### src/rtl/store_unit_pkg.sv
// Shared types for the store execution pipe: SQ packet, byte mask, ROB tag,
// branch mask and the memory access size encoding.
// Build option: STORE_MISALIGN_CHECK_EN (see store_align / store_unit).
`ifndef SQ_SZ
`define SQ_SZ 8
`endif
`ifndef BRANCH_PRED_SZ
`define BRANCH_PRED_SZ 4
`endif

package store_unit_pkg;
  localparam int ROB_TAG_W = 5;

  typedef logic [ROB_TAG_W-1:0]       rob_tag_t;
  typedef logic [3:0]                 byte_mask_t;
  typedef logic [`BRANCH_PRED_SZ-1:0] branch_mask_t;

  typedef enum logic [1:0] {
    BYTE = 2'd0,
    HALF = 2'd1,
    WORD = 2'd2
  } mem_size_e;

  typedef struct packed {
    logic [31:0] store_addr;
    byte_mask_t  byte_mask;
    logic [31:0] store_result;
  } sq_packet_t;
endpackage

### src/rtl/store_unit_align.sv
// store_align: combinational byte-mask / lane-alignment generator.
// STORE_MISALIGN_CHECK_EN defined: misaligned half/word keep their raw address,
// get an all-zero byte mask and raise o_misalign. Undefined: low address bits
// are truncated to the natural alignment of the access.
module store_align
  import store_unit_pkg::*;
(
  input  logic [31:0] i_addr,
  input  mem_size_e   i_size,
  input  logic [31:0] i_data,
  output logic [31:0] o_addr,
  output byte_mask_t  o_mask,
  output logic [31:0] o_data
`ifdef STORE_MISALIGN_CHECK_EN
  ,
  output logic        o_misalign
`endif
);

  logic w_mis;

  // mask, data lane shift and aligned address per access size
  always_comb begin
    o_addr = i_addr;
    o_mask = 4'hF;
    o_data = i_data;
    w_mis  = 1'b0;
    case (i_size)
      BYTE: begin
        o_mask = 4'b0001 << i_addr[1:0];
        o_data = i_data << {i_addr[1:0], 3'b000};
      end
      HALF: begin
        o_mask = 4'b0011 << {i_addr[1], 1'b0};
        o_data = i_data << {i_addr[1], 4'b0000};
        o_addr = {i_addr[31:1], 1'b0};
        w_mis  = i_addr[0];
      end
      default: begin
        o_addr = {i_addr[31:2], 2'b00};
        w_mis  = |i_addr[1:0];
      end
    endcase
`ifdef STORE_MISALIGN_CHECK_EN
    // keep the faulting address visible and make sure nothing is written
    if (w_mis) begin
      o_addr = i_addr;
      o_mask = 4'b0000;
    end
`endif
  end

`ifdef STORE_MISALIGN_CHECK_EN
  assign o_misalign = w_mis;
`endif

endmodule

### src/rtl/store_unit.sv
// store_unit: two-stage store execution pipe (issue -> S1 addr gen/align ->
// S2 -> SQ write + ROB completion). Stages carry a branch mask and are
// squashed on mispredict. Build option: STORE_MISALIGN_CHECK_EN enables the
// misaligned-store exception; otherwise st_complete_exc is tied low.
module store_unit
  import store_unit_pkg::*;
#(
  parameter int SQ_SZ   = `SQ_SZ,
  parameter int BMASK_W = `BRANCH_PRED_SZ
) (
  input  logic                     clock,
  input  logic                     reset,
  input  logic                     st_issue_valid,
  output logic                     st_issue_ready,
  input  logic [31:0]              st_issue_base,
  input  logic [31:0]              st_issue_imm,
  input  logic [31:0]              st_issue_data,
  input  logic [1:0]               st_issue_size,
  input  logic [$clog2(SQ_SZ)-1:0] st_issue_sq_idx,
  input  rob_tag_t                 st_issue_rob_tag,
  input  logic [BMASK_W-1:0]       st_issue_bmask,
  input  logic                     b_mispredict_valid,
  input  logic [BMASK_W-1:0]       b_mispredict_mask,
  input  logic                     b_resolve_valid,
  input  logic [BMASK_W-1:0]       b_resolve_mask,
  output sq_packet_t               sq_packet,
  output logic [SQ_SZ-1:0]         resolving_sq_mask,
  output logic                     st_complete_valid,
  output rob_tag_t                 st_complete_rob_tag,
  output logic                     st_complete_exc,
  input  logic                     st_complete_ack
);

  localparam int IDX_W = $clog2(SQ_SZ);

  typedef struct packed {
    logic [31:0]        base;
    logic [31:0]        imm;
    logic [31:0]        data;
    logic [1:0]         size;
    logic [IDX_W-1:0]   sq_idx;
    rob_tag_t           tag;
    logic [BMASK_W-1:0] bmask;
  } s1_t;

  typedef struct packed {
    sq_packet_t         pkt;
    logic [IDX_W-1:0]   sq_idx;
    rob_tag_t           tag;
    logic [BMASK_W-1:0] bmask;
`ifdef STORE_MISALIGN_CHECK_EN
    logic               misalign;
`endif
  } s2_t;

  logic               r_s1_valid;
  logic               r_s2_valid;
  s1_t                r_s1;
  s2_t                r_s2;

  logic [BMASK_W-1:0] w_res_clr;
  logic               w_iss_sq;
  logic               w_s1_sq;
  logic               w_s2_sq;
  logic               w_fire;
  logic               w_s2_adv;
  logic               w_s1_adv;
  logic [31:0]        w_s1_addr;
  logic [31:0]        w_al_addr;
  byte_mask_t         w_al_mask;
  logic [31:0]        w_al_data;
`ifdef STORE_MISALIGN_CHECK_EN
  logic               w_al_mis;
`endif

  assign w_res_clr = b_resolve_valid ? b_resolve_mask : '0;
  assign w_iss_sq  = b_mispredict_valid && |(st_issue_bmask & b_mispredict_mask);
  assign w_s1_sq   = b_mispredict_valid && |(r_s1.bmask & b_mispredict_mask);
  assign w_s2_sq   = b_mispredict_valid && |(r_s2.bmask & b_mispredict_mask);

  assign w_fire    = r_s2_valid && !w_s2_sq && st_complete_ack;
  assign w_s2_adv  = !r_s2_valid || w_fire || w_s2_sq;
  assign w_s1_adv  = !r_s1_valid || w_s1_sq || w_s2_adv;

  assign w_s1_addr = r_s1.base + r_s1.imm;

  store_align u_align (
    .i_addr     (w_s1_addr),
    .i_size     (mem_size_e'(r_s1.size)),
    .i_data     (r_s1.data),
    .o_addr     (w_al_addr),
    .o_mask     (w_al_mask),
    .o_data     (w_al_data)
`ifdef STORE_MISALIGN_CHECK_EN
    ,
    .o_misalign (w_al_mis)
`endif
  );

  // S1: capture issue fields; hold behind a stalled S2 while resolving bmask bits
  always_ff @(posedge clock) begin
    if (reset) begin
      r_s1_valid <= 1'b0;
      r_s1       <= '0;
    end else if (w_s1_adv) begin
      r_s1_valid <= st_issue_valid && !w_iss_sq;
      if (st_issue_valid) begin
        r_s1.base   <= st_issue_base;
        r_s1.imm    <= st_issue_imm;
        r_s1.data   <= st_issue_data;
        r_s1.size   <= st_issue_size;
        r_s1.sq_idx <= st_issue_sq_idx;
        r_s1.tag    <= st_issue_rob_tag;
        r_s1.bmask  <= st_issue_bmask & ~w_res_clr;
      end else begin
        r_s1.bmask  <= '0;
      end
    end else begin
      r_s1.bmask <= r_s1.bmask & ~w_res_clr;
    end
  end

  // S2: take the aligned entry from S1 or hold until the ROB acks
  always_ff @(posedge clock) begin
    if (reset) begin
      r_s2_valid <= 1'b0;
      r_s2       <= '0;
    end else if (w_s2_adv) begin
      r_s2_valid <= r_s1_valid && !w_s1_sq;
      if (r_s1_valid) begin
        r_s2.pkt.store_addr   <= w_al_addr;
        r_s2.pkt.byte_mask    <= w_al_mask;
        r_s2.pkt.store_result <= w_al_data;
        r_s2.sq_idx           <= r_s1.sq_idx;
        r_s2.tag              <= r_s1.tag;
        r_s2.bmask            <= r_s1.bmask & ~w_res_clr;
`ifdef STORE_MISALIGN_CHECK_EN
        r_s2.misalign         <= w_al_mis;
`endif
      end else begin
        r_s2.bmask <= '0;
      end
    end else begin
      r_s2.bmask <= r_s2.bmask & ~w_res_clr;
    end
  end

  assign st_issue_ready      = w_s1_adv;
  assign st_complete_valid   = r_s2_valid && !w_s2_sq;
  assign st_complete_rob_tag = r_s2.tag;
  assign sq_packet           = r_s2.pkt;
  assign resolving_sq_mask   = w_fire ? ({{(SQ_SZ-1){1'b0}}, 1'b1} << r_s2.sq_idx) : '0;
`ifdef STORE_MISALIGN_CHECK_EN
  assign st_complete_exc     = st_complete_valid && r_s2.misalign;
`else
  assign st_complete_exc     = 1'b0;
`endif

endmodule

### config.mk
export PLATFORM = sky130hd
export DESIGN_NAME = store_unit
export DESIGN_NICKNAME = d
export VERILOG_FILES = /design/src/rtl/store_unit_pkg.sv /design/src/rtl/store_unit_align.sv /design/src/rtl/store_unit.sv
export SDC_FILE = /design/constraint.sdc
export NUM_CORES = 1
export LEC_CHECK = 0
export ABC_AREA = 1
export CAP_MARGIN = 20
export CORE_AREA = 2 2 145 147
export DETAILED_ROUTE_END_ITERATION = 6
export DIE_AREA = 0 0 147 149
export HOLD_SLACK_MARGIN = 0.15
export PLACE_DENSITY = 0.8
export REMOVE_ABC_BUFFERS = 1
export SYNTH_ARGS = -nofsm -noshare
export SYNTH_HDL_FRONTEND = slang
export SYNTH_SLANG_ARGS = --single-unit
### constraint.sdc
create_clock -name clock -period 2.7 [get_ports clock]
set_clock_uncertainty 0.15 [all_clocks]
set_input_delay 0.54 -clock clock [delete_from_list [all_inputs] [get_ports clock]]
set_output_delay 0.54 -clock clock [all_outputs]
set_load 0.01 [all_outputs]
Word-level counts from Yosys, hierarchy flattened
Index checks and enable logic that the tools add are counted.

word-level totals
  bits of input ports = 124
  word-level logic and storage cells = 60
  register bits = 192
  output and inout port bits = 84

cells by class
  reductions and logical operators = 22
  multiplexer cells = 9
  bitwise operators = 7
  add/sub/neg operators = 1
  shifts and indexed selects = 5
  equality and inequality tests = 1

operators by type and width
  operator                                          number
  one-hot mux 32 bit (2 select lines)               1
  left shift 32 x 5 -> 32 bit                       2
  adder 32 bit                                      1
  bitwise AND 4 bit                                 6
  2-to-1 mux 4 bit                                  5
  OR reduction 4 bit                                3
  2-to-1 mux 8 bit                                  1
  one-hot mux 4 bit (2 select lines)                1
  left shift 1 x 3 -> 8 bit (first input constant)  1
  logical AND 1 bit                                 7
  zero test 1 bit                                   5
  logical OR 1 bit                                  4
  inverter 4 bit                                    1
  one-hot mux 2 bit (2 select lines)                1
  AND reduction 2 bit                               2
  left shift 1 x 2 -> 4 bit (first input constant)  1
  left shift 2 x 2 -> 4 bit (first input constant)  1
  == test 2 x 1 -> 1 bit (second input constant)    1
  zero test 2 bit                                   1

Logic depth before layout (Yosys ltp)
  depth in word-level cells = 10
  mapped depth = 14
  depth with buffers taken out = 14

Hierarchy
From an unflattened synthesis, not the netlist that was laid out.

second synthesis, totals
  cells, all modules = 1878
  area, all modules = 11686.2 um^2

by module, submodules not included
  module       area an instance (um^2)  cells an instance  instances  sequential area each (um^2)
  store_unit   10542.6                  1653               1          3843.7
  store_align  1143.6                   225                1          0.0

Worst setup path before layout
OpenSTA, ideal clock, no wires.

  path kind = register to register
  from = reg r_s1[46] (netlist name)
  to = reg r_s2 (netlist bit sq_packet[20])
  buffers on the path = 1
  library setup time = 0.116 ns
  arrival time = 1.906 ns
  setup slack = 0.528 ns
  clock period less this slack = 2.172 ns
  stages on the path, launching flop included = 12
  data required time = 2.434 ns
  cell sequence = dfxtp_1 > ha_1 > inv_1 > fa_1 > inv_1 > nand2_1 > nand2_2 > buf_4 > nor2_1 > nor3_1 > o21ai_0 > nor2_1

between the ends
  longest elaborated chain between the ends = 3
  elaborated cells on any way between the ends = 4
  those cells by class = add/sub (1); shift (2); mux (1)

ends and longest elaborated chain
  element                                                line                                            RTL
  start: declaration                                     store_unit.sv:58                                s1_t r_s1;
  adder 32 bit (*)                                       store_unit.sv:85                                assign w_s1_addr = r_s1.base + r_s1.imm;
  left shift 32 x 5 -> 32 bit, on equally long branches  store_unit_align.sv:35, store_unit_align.sv:31
  one-hot mux 32 bit (2 select lines) (*)                store_unit_align.sv:28                          case (i_size)
  end: declaration                                       store_unit.sv:59                                s2_t r_s2;

Mark *: on every way between the ends. The rest lies on a longest branch, timed or not.
A chain may end at the register's enable or synchronous reset.

Worst setup path in the final report
  from = in b_mispredict_mask[3]
  to = out resolving_sq_mask[2]

between the ends
  longest elaborated chain between the ends = 7

ends and longest elaborated chain
  element                         line               RTL
  start: declaration              store_unit.sv:23   input logic [BMASK_W-1:0] b_mispredict_mask,
  bitwise AND 4 bit               store_unit.sv:79   assign w_s2_sq = b_mispredict_valid && |(r_s2.bmask & b_mispredict_mask);
  OR reduction 4 bit              store_unit.sv:79
  logical AND 1 bit               store_unit.sv:79
  zero test 1 bit                 store_unit.sv:81   assign w_fire = r_s2_valid && !w_s2_sq && st_complete_ack;
  logical AND 1 bit (2 in a row)  store_unit.sv:81
  2-to-1 mux 8 bit                store_unit.sv:152  assign resolving_sq_mask = w_fire ? ({{(SQ_SZ-1){1'b0}}, 1'b1} << r_s2.sq_idx) : '0;
  end: declaration                store_unit.sv:27   output logic [SQ_SZ-1:0] resolving_sq_mask,

Every way passes these cells.

==> reports/results.env <==
MAX_SLEW.WORST_PIN.SLEW_NS=0.608
DRT_FIRST_PASS_ITERS=6
GRT.TOTAL_USAGE_PCT=25.4
SYNTHARSTFLOPSHARE_PCT=0
CTS.REPORTEDPATHS.CLKPINSLEW_NS=0.07
CP_DATA_REQUIRED_TIME_NS=2.01
HOLD_WS_NS=0.315
CRITPATHMAXFANOUT=4
POST_SYNTH_XOR_AREA_FRACTION_PCT=1.26
CRIT_ARRIVAL_NS=1.91
POST_SYNTH_AND_OR_NAND_NOR_AREA_FRACTION_PCT=29.2
FINAL_LAYOUT_SIZE_SUFFIX_GT1_SHARE_PCT=5.02
YOSYS_WARNINGS=0
DOMINANTREGCELLSYNTH='dfxtp_1'
GRT_START_MAX_NET_PINS=58
P_TOTAL_mW=7.07
P_SEQ_SHARE_PCT=44.5
POWER.INTERNAL_mW=4.93
FIN_CELLS=1949
CLOCK_POWER_SHARE_PCT=34.7
COMBPWRFRAC_PCT=20.8
CRITICAL_PATH.REG2REG.ENDPOINT='sq_packet[29]'
WORST-PATH-BUF-INV=2
PLACE.PORT_BUFFERS=206
CLOCKBUFFERDEPTH=2
CP_CELL_SEQUENCE='clkdlybuf4s50_1 -> nand2_1 -> nand4_1 -> nand2_1 -> nand2_2 -> nor2_4 -> nand2_2 -> nor2_4 -> clkdlybuf4s15_2'
NETLIST.TOP_CELL.BY_AREA='dfxtp_1'
CPLARGESTDELAYFAMILY='simple AND/OR/NAND/NOR gates'
YOSYS_REGISTER_BITS=192
ROWS=53
CTS_SETUP_BUFFERS=0
SETUP_WS_NS=0.105
YOSYSUNIQUECELLTYPES=34
SYNTH_FA_HA_AREA_SHARE_PCT=3.92
CRITPATHCAPTURE='resolving_sq_mask[2]'
CRITICAL-PATH-MAX-STAGE-DELAY_NS=0.42
TOTALWIRELENGTH_MM=28.2
YOSYS-TOP-CELLS-AREA='dfxtp_1, nand2_1, nor2_1, buf_4, nor3_1'
SYNTH_EDF_COUNT=0
PLACE.GP.CONGESTION=0.917
POST_SYNTH_INST_COUNT=1559
DOMINANT_COMBINATIONAL_CELL_FAMILY_BY_AREA_AFTER_SYNTHESIS='simple AND/OR/NAND/NOR gates'
TIMING.CRITICAL_PATH.SLOWEST_STAGE_CELL='clkdlybuf4s50_1'
P_SW_SHARE_PCT=30.2
TIMING.FINAL.CRIT_PERIOD_NS=2.60
TIMING_WORST_SETUP_PATH_TYPE='input pin to output pin'
INITIAL_ANTENNA_VIOLATION_COUNT=0
CTS-BUFFERS-INSERTED=17
CRIT_CELLS=9
TIMING.FINAL.SETUP_VIOLATIONS=0
PORTION_OF_THE_POST_SYNTHESIS_AREA_USED_BY_SEQUENTIAL_ELEMENTS_PCT=36.9
SYNTH.AVG_CELL_AREA_UM2=6.68
POWER_LEAKAGE_nW=5.70
GRT_OVERFLOW=0
DRT-WIRELENGTH-PER-CELL_UM=14.4
MAXSLEWVIOLCOUNT=0
DETAIL_ROUTE.VIAS_PER_CELL=5.20
FINAL_NET_COUNT=1818
MAX_CAP_VIOLATIONS=0
REG2REG_SLACK_NS=0.17
GRT_PASS1_WL_MM=45.7
FLOORPLAN.INITIALDENSITY_PCT=50.7
NET-SWITCHING-POWER_mW=2.14
POSTCTSHOLDBUFS=0
DIE_AREA_UM2=21900
MAX-VDD-IR-DROP_mV=0.449
WORST_SKEW_PAIR.LATE_LATENCY_NS=0.44
CLOCK-SINKS=192
WORSTHOLDPATHTYPE='register to register'
H-TREE-DEPTH=4
WORSTHOLDSTART='sq_packet[4]'
SYNTH_MOST_COMMON_CELL='nand2_1'
POWER.DENSITY_CELL_AREA_nW_PER_UM2=553
ANT_NETS=0
SYNTH_TOP_CELLS_BY_COUNT='nand2_1, nor2_1, dfxtp_1'
CRITICAL_PATH_SOURCE='b_mispredict_mask[3]'
DR_TOTAL_VIAS=10100
RSZ0062_AT_GRT='no'
DPL.HPWL_MM=20.1
REG2REG_FROM='r_s1[46]'
MAX_SLEW_MARGIN_PCT=59.4
SORT_OF_ELEMENT_AT_THE_START_OF_THE_CRITICAL_PATH='input pin'
MIN_PERIOD_OVER_PERIOD_PCT=96.1
PLACED_INSTANCES=1918
CLOCK-ROOT-BUFFER='clkbuf_16'
ANTENNA_CELLS_INSERTED=0
DIE_X_UM=147
SYNTH_TOP_CELL_AREA_SHARE_PCT=36.9
IO_PINS=208
NETLIST_AREA_UM2=10400
FINALHOLDVIOLCOUNT=0
AREA_GROWTH_SYN_TO_LAYOUT_PCT=22.6
WORSTREGTOREGCELLS=10
PRECTSSETUPSLACK_NS=-0.370
CTS_TREE='yes'
DRT_ITER0_MARKERS=745
CORE_AREA_UM2=20600
OUTCOME='finished, final reports clean'
FP.DIEH_UM=149
SYNTH_COMPOUND_GATE_AREA_SHARE_PCT=14.0
FMAX_MHz=385
YOSYS-MUX-AREA-FRACTION_PCT=0
TYPE_OF_DESTINATION_OF_THE_CRITICAL_PATH='output pin'
FIRST_GLOBAL_VIAS=9423
DRC=0
==> state kept, by name, summed over array words and instances, names as in the netlist <==
register	flops
r_s1	110
r_s1_valid	1
r_s2	7
r_s2_valid	1
sq_packet	68
st_complete_rob_tag	5
==> tightest hold or removal path, delay by kind of cell, from the launching register on <==
family / cells / cell delay, ns
flip-flops: 1 / 0.31
AND/OR/NAND/NOR: 1 / 0.06
AO/OA/AOI/OAI: 1 / 0.05
==> layout make-up <==
type,count,area [µm²]
fillers,1949,7790
flip-flops and latches,192,3840
well taps,275,344
clock buffers,20,457
multi-input cells,1063,5090
inverters,154,582
repair buffers,234,2350
clock inverters,11,93.8
==> placed cells by master (no fill, tap or decap), types with 7 or more instances in the layout <==
cell type	Yosys	final
nand2_1	316	313
clkdlybuf4s50_1	0	194
o22ai_1	11	11
nor3_1	114	114
clkbuf_16	0	17
ha_1	31	30
xnor2_1	11	11
nand3_1	50	50
o21ai_1	82	81
o21ai_0	79	79
buf_4	80	21
buf_12	0	7
inv_1	151	150
nor2_1	248	245
dfxtp_1	192	192
a21oi_1	80	80
==> routing by layer <==
metal	wire length (µm)	track usage, %	vias to the layer above
met5	0	0	-
met4	631	8.32	0
met3	1580	3.55	39
met2	13200	43.4	342
met1	12800	33.4	4595
li1	-	-	5168
==> power groups by stage <==
stage / Sequential (mW) / Combinational [mW] / Clock (mW)
detailed placement: 3.21 / 1.44 / 0
global route: 3.17 / 1.63 / 2.60
CTS: 3.14 / 1.46 / 2.46
floorplan: 3.21 / 0.795 / 0
global placement: 3.20 / 1.42 / 0
finish: 3.15 / 1.47 / 2.45
==> logic make-up (layout without fill, tap and decap cells) <==
kind of cell | Yosys count | after routing
AO/OA/AOI/OAI | 272 | 272
XOR/XNOR | 15 | 15
adder cells (fa/ha/maj) | 32 | 32
buffers and inverters | 304 | 419
flip-flops | 192 | 192
other | 1 | 1
AND/OR/NAND/NOR | 743 | 743
==> stage by stage <==
step                      util [%]  area, µm²  TNS [ns]
final                         62.1      12800         0
after global routing          62.1      12800         0
after CTS                     61.9      12700         0
after detailed placement      59.2      12200     -7.88
after global placement        59.2      12200     -7.30
after floorplan                  -       9460   -284.47
==> how the worst min path moves through the flow <==
| stage | endpoint | cells after the start |
|---|---|---|
| 2_1_floorplan | r_s2[11] | 2 |
| 3_3_place_gp | sq_packet[2] | 2 |
| 3_5_place_dp | sq_packet[4] | 2 |
| 4_1_cts | sq_packet[4] | 2 |
| 5_1_grt | sq_packet[25] | 2 |
| 6_report | sq_packet[4] | 2 |
==> repair_timing <==
item                       in CTS  in global routing
gates cloned                    0                  0
setup endpoints to repair      10                 27
pin swaps                       3                  0
resized for setup              20                 12
Power figures use the tool's default switching activity.
